$ cat config.mk
export PLATFORM = sky130hd
export DESIGN_NAME = vga_sync_gen
export DESIGN_NICKNAME = d
export VERILOG_FILES = /design/src/rtl/vga_sync_gen.sv
export SDC_FILE = /design/constraint.sdc
export NUM_CORES = 1
export LEC_CHECK = 0
export CORE_AREA = 5 5 63 65
export DETAILED_ROUTE_END_ITERATION = 10
export DIE_AREA = 0 0 68 70
export GPL_ROUTABILITY_DRIVEN = 0
export GPL_TIMING_DRIVEN = 0
export HOLD_SLACK_MARGIN = 0.12
export PLACE_DENSITY = 0.77
export SLEW_MARGIN = 20
export SYNTH_ARGS = -nofsm -noshare
export SYNTH_HDL_FRONTEND = slang
export SYNTH_SLANG_ARGS = --single-unit
$ cat constraint.sdc
create_clock -name clk -period 2.5 [get_ports clk]
set_clock_uncertainty 0.15 [all_clocks]
set_input_delay 0.375 -clock clk [delete_from_list [all_inputs] [get_ports clk]]
set_output_delay 0.375 -clock clk [all_outputs]
set_load 0.005 [all_outputs]
$ cat src/rtl/vga_sync_gen.sv
// vga_sync_gen: 640x480@60 VGA timing (pixel tick, syncs, x/y, video_on) from the system clock.
// Define VGA_FRAME_CNT_EN to enable the frame_start pulse and the 16-bit frame counter.
module vga_sync_gen #(
  parameter int unsigned CLK_DIV   = 4,
  parameter int unsigned H_DISPLAY = 640,
  parameter int unsigned H_FRONT   = 16,
  parameter int unsigned H_SYNC    = 96,
  parameter int unsigned H_BACK    = 48,
  parameter int unsigned V_DISPLAY = 480,
  parameter int unsigned V_FRONT   = 10,
  parameter int unsigned V_SYNC    = 2,
  parameter int unsigned V_BACK    = 33
) (
  input  logic        clk,
  input  logic        rst,
  output logic        p_tick,
  output logic [9:0]  x,
  output logic [9:0]  y,
  output logic        video_on,
  output logic        hsync,
  output logic        vsync,
  output logic        frame_start,
  output logic [15:0] frame_cnt
);

  localparam int unsigned H_TOTAL = H_DISPLAY + H_FRONT + H_SYNC + H_BACK;
  localparam int unsigned V_TOTAL = V_DISPLAY + V_FRONT + V_SYNC + V_BACK;
  localparam int unsigned DIV_W   = (CLK_DIV > 1) ? $clog2(CLK_DIV) : 1;

  localparam logic [DIV_W-1:0] DIV_LAST = DIV_W'(CLK_DIV - 1);
  localparam logic [9:0] X_LAST   = 10'(H_TOTAL - 1);
  localparam logic [9:0] Y_LAST   = 10'(V_TOTAL - 1);
  localparam logic [9:0] X_VIS    = 10'(H_DISPLAY);
  localparam logic [9:0] Y_VIS    = 10'(V_DISPLAY);
  localparam logic [9:0] HS_FIRST = 10'(H_DISPLAY + H_FRONT);
  localparam logic [9:0] HS_LAST  = 10'(H_DISPLAY + H_FRONT + H_SYNC - 1);
  localparam logic [9:0] VS_FIRST = 10'(V_DISPLAY + V_FRONT);
  localparam logic [9:0] VS_LAST  = 10'(V_DISPLAY + V_FRONT + V_SYNC - 1);

  logic [DIV_W-1:0] div_q, div_d;
  logic [9:0]       x_q, x_d;
  logic [9:0]       y_q, y_d;
  logic             hsync_q, hsync_d;
  logic             vsync_q, vsync_d;
  logic             tick;

  assign tick = (div_q == DIV_LAST);

  // NOTE: every signal assigned in always_comb gets a default first, so no latch is inferred.
  always_comb begin
    div_d = (div_q == DIV_LAST) ? '0 : div_q + 1'b1;
    x_d   = x_q;
    y_d   = y_q;
    if (tick) begin
      if (x_q == X_LAST) begin
        x_d = '0;
        y_d = (y_q == Y_LAST) ? '0 : y_q + 1'b1;
      end else begin
        x_d = x_q + 1'b1;
      end
    end
    // Syncs decode the next counter values so the registered pins line up with x/y.
    hsync_d = !((x_d >= HS_FIRST) && (x_d <= HS_LAST));
    vsync_d = !((y_d >= VS_FIRST) && (y_d <= VS_LAST));
  end

  // NOTE: reset is synchronous and active-high, so it lives inside the clocked block;
  // all sequential state uses non-blocking assignments.
  always_ff @(posedge clk) begin
    if (rst) begin
      div_q   <= '0;
      x_q     <= '0;
      y_q     <= '0;
      hsync_q <= 1'b1;
      vsync_q <= 1'b1;
    end else begin
      div_q   <= div_d;
      x_q     <= x_d;
      y_q     <= y_d;
      hsync_q <= hsync_d;
      vsync_q <= vsync_d;
    end
  end

  assign p_tick   = tick;
  assign x        = x_q;
  assign y        = y_q;
  assign hsync    = hsync_q;
  assign vsync    = vsync_q;
  assign video_on = (x_q < X_VIS) && (y_q < Y_VIS);

`ifdef VGA_FRAME_CNT_EN
  logic        frame_end;
  logic        frame_start_q;
  logic [15:0] frame_cnt_q;

  // Last pixel of the last line: the next tick wraps to (0,0).
  assign frame_end = tick && (x_q == X_LAST) && (y_q == Y_LAST);

  always_ff @(posedge clk) begin
    if (rst) begin
      frame_start_q <= 1'b0;
      frame_cnt_q   <= '0;
    end else begin
      frame_start_q <= frame_end;
      if (frame_end) begin
        frame_cnt_q <= frame_cnt_q + 16'd1;
      end
    end
  end

  assign frame_start = frame_start_q;
  assign frame_cnt   = frame_cnt_q;
`else
  assign frame_start = 1'b0;
  assign frame_cnt   = '0;
`endif

endmodule

==> metrics.md <==
| Metric | Value |
|---|---|
| Outcome | finished, final reports clean |
| Post-synth EDFFs | 0 |
| WP buf/inv | 1 |
| Multi-input logic area | a little under 900 um2 |
| Syn Area/Cell | around 8.3 um2 |
| Flop2flop setup slack | between 0.3 and 0.4 ns |
| Sequential fraction of the synthesis area | a little under a third |
| Cell taking the most area after synthesis | dfxtp_1 |
| CTS tree | built |
| RSZ-0062 raised after global routing | false |
| Slew Limit Fails | 0 |
| Max Clk Rate | ~0.46 GHz |
| Final Setup Violations | 0 |
| Hold path cells | 1 |
| Least-Margin Pin Slew | about 0.53 ns |
| First-pass GRT wire length | around 5600 um |
| Placed cell area | ~1900 um2 |
| Final routed DRC violation total | 0 |
| Final WS setup | 0.319 ns |
| Final Cycle Share | between 80 and 90% |
| Hold path start | div_q[0] |
| Crit Path Category | reg -> reg |
| Total negative slack | 0 ns |
| # resized after CTS | 0 |
| Die span in x | around 70 um |
| Initial core utilization | ~46% |
| PD cells | ~350 nW/um2 |
| Sequential cell area | 480 um2 |
| Largest cells by area after synthesis | dfxtp_1 (32%), buf_4 (8.4%), a21oi_1 (4.3%), nor3_1 (3.6%), xor2_1 (3.5%) |
| Ratio of cells with drive above 1 in the final layout | ~17% |
| Max-cap check violation count | 0 |
| Worst hold endpoint | div_q[0] |
| CP Max Fanout | 7 |
| Antenna violations before repair | 0 |
| Drt wl/cell | about 13 um |
| Max_slew headroom | between 60% and 70% |
| Port bufs | 25 |
| Startpoint Class | flip-flop |
| Overflow after GRT | 0 |
| Die Y-Extent | ~70 um |
| # IOs | 43 |
| Fillers | 331 |
| Placement Setup Slack | 0.353 ns |
| H-tree Lvls | 1 |
| Post-route design area | 1920 um2 |
| Yosys top cell area share | 31.7% |
| Total Routing Usage GR | roughly 15% |
| Clock buffer depth | 2 |
| Routed vias | 1,356 |
| DP Wirelength | 2500 um |
| Worst path top cell family by delay | simple AND/OR/NAND/NOR gates |
| 1st-pass router iterations | 4 |
| Worst hold path class | reg -> reg |
| CP max stage cell | or4_4 |
| Worst Path Required | 2.56 ns |
| Largest net degree at the start of global routing | 14 |
| Clock network latency to the later pin of the worst-skew pair | around 0.32 ns |
| Mapped Area | about 1500 um2 |
| Synth unique cells | 47 |
| Clk pin slew, worst setup/hold paths | between 0.1 and 0.15 ns |
| Register bit total from synthesis | 24 |
| Reg-to-Reg End | vsync |
| Layout Nets | about 230 |
| Die area | approximately 4800 um2 |
| Hold slack | between 0.2 and 0.3 ns |
| Placeable Area | 3280 um2 |
| Yosys warnings | 0 |
| CTS Hold Bufs | 0 |
| Via density | between 4 and 5 |
| TritonCTS buffer count | 3 |
| Worst r2r src | x[0] |
| Static Leak | just over 0.7 nW |
| Post-Route WL | 3430 um |
| N_diodes | 0 |
| Worst-path cell chain | ha_1 -> and3_1 -> buf_6 -> nand4_4 -> or4_4 -> a21oi_2 -> nand4_1 |
| Cell with the most instances after synthesis | dfxtp_1 |
| Area delta synth->final | 26.7% |
| Post-CTS Setup Inserts | 0 |
| Async SR Flop Fraction | 0% |
| Number of global-route vias before repair | ~1.2k |
| Number of DRC markers in iteration 0 | between 70 and 80 |
| Endpoint type of the worst setup path | flip-flop |
| Hold Violations, Final | 0 |
| CP arrival | ~2.2 ns |
| Mapped Cells | 182 |
| Num rows | 21 |
| Root Driver | clkbuf_4 |
| Post-route ant nets | 0 |
| Worst r2r path cells | 7 |
| Worst VDD drop | roughly 0.32 mV |
| Max stage delay on crit path | 0.55 ns |
| CTS sink cnt | 24 |
| Minimum clock period after layout | 2.18 ns |
| Total Power | 0.000670 W |
| Dominant synthesized flop cell | dfxtp_1 |
| Synth top cells by count | dfxtp_1 (24), buf_4 (17), a21oi_1 (13) |
==> flip-flops by register name (all words and copies together), names as in the netlist <==
signal and count:
vsync 1, x 10, div_q 2, y 10, hsync 1
==> layer usage <==
layer / global-route usage, % / share of wire (%) / vias to the layer above
met5: 0 / 0 / -
met4: 6.84 / 2.0 / 0
met3: 3.53 / 4.2 / 6
met2: 21.3 / 44 / 31
met1: 21.3 / 50 / 605
li1: - / - / 714
==> layout by cell type, fill, tap and decap left out, types with 6 or more instances in the layout <==
cell and n:
a21oi_1 13, xor2_1 6, buf_4 17, nand4_1 6, nor3_1 11, conb_1 17, buf_2 6, nor2_1 10
nand2_1 10, nand3_1 8, dfxtp_1 24, clkdlybuf4s50_1 25
==> power by group <==
part | leakage [nW] | internal (W) | switching (W)
Sequential | 0.194 | 0.000390 | 0.00000391
Combinational | 0.505 | 0.0000355 | 0.0000299
Clock | 0.0210 | 0.0000891 | 0.000122
==> area by class of cell <==
type | count | area share (%)
Tap cell | 46 | 3.00
Clock buffer | 4 | 1.89
Timing Repair Buffer | 25 | 13.0
Sequential cell | 24 | 25.0
Multi-Input combinational cell | 140 | 45.8
Buffer | 30 | 10.4
Inverter | 4 | 0.783
==> how the worst max path moves through the flow <==
stage	startpoint	end	slack [ns]	cells after the start
after floorplan	div_q[0]	vsync	0.46	8
after global placement	x[0]	vsync	0.34	7
after detailed placement	x[0]	vsync	0.35	7
after CTS	x[0]	vsync	0.32	7
after global routing	y[0]	y[8]	0.18	6
final	x[0]	vsync	0.32	7
==> stage by stage <==
step / utilization, % / instances
after detailed placement: 57.3 / 269
after CTS: 58.4 / 273
after floorplan: - / 198
after global placement: 57.3 / 269
final: 58.4 / 273
after global routing: 58.4 / 273
==> cell families (layout without fill, tap and decap cells) <==
family                   Yosys count  count (layout)  synth area share, %
AND/OR/NAND/NOR                   74              74                 29.2
AO/OA/AOI/OAI                     35              35                 15.5
buffers and inverters             34              63                 14.2
flip-flops                        24              24                 31.7
XOR/XNOR                          10              10                 5.78
adder cells (fa/ha/maj)            4               4                 3.31
other                              1              17                0.248
Note: power is estimated with default switching activity, not from simulation.
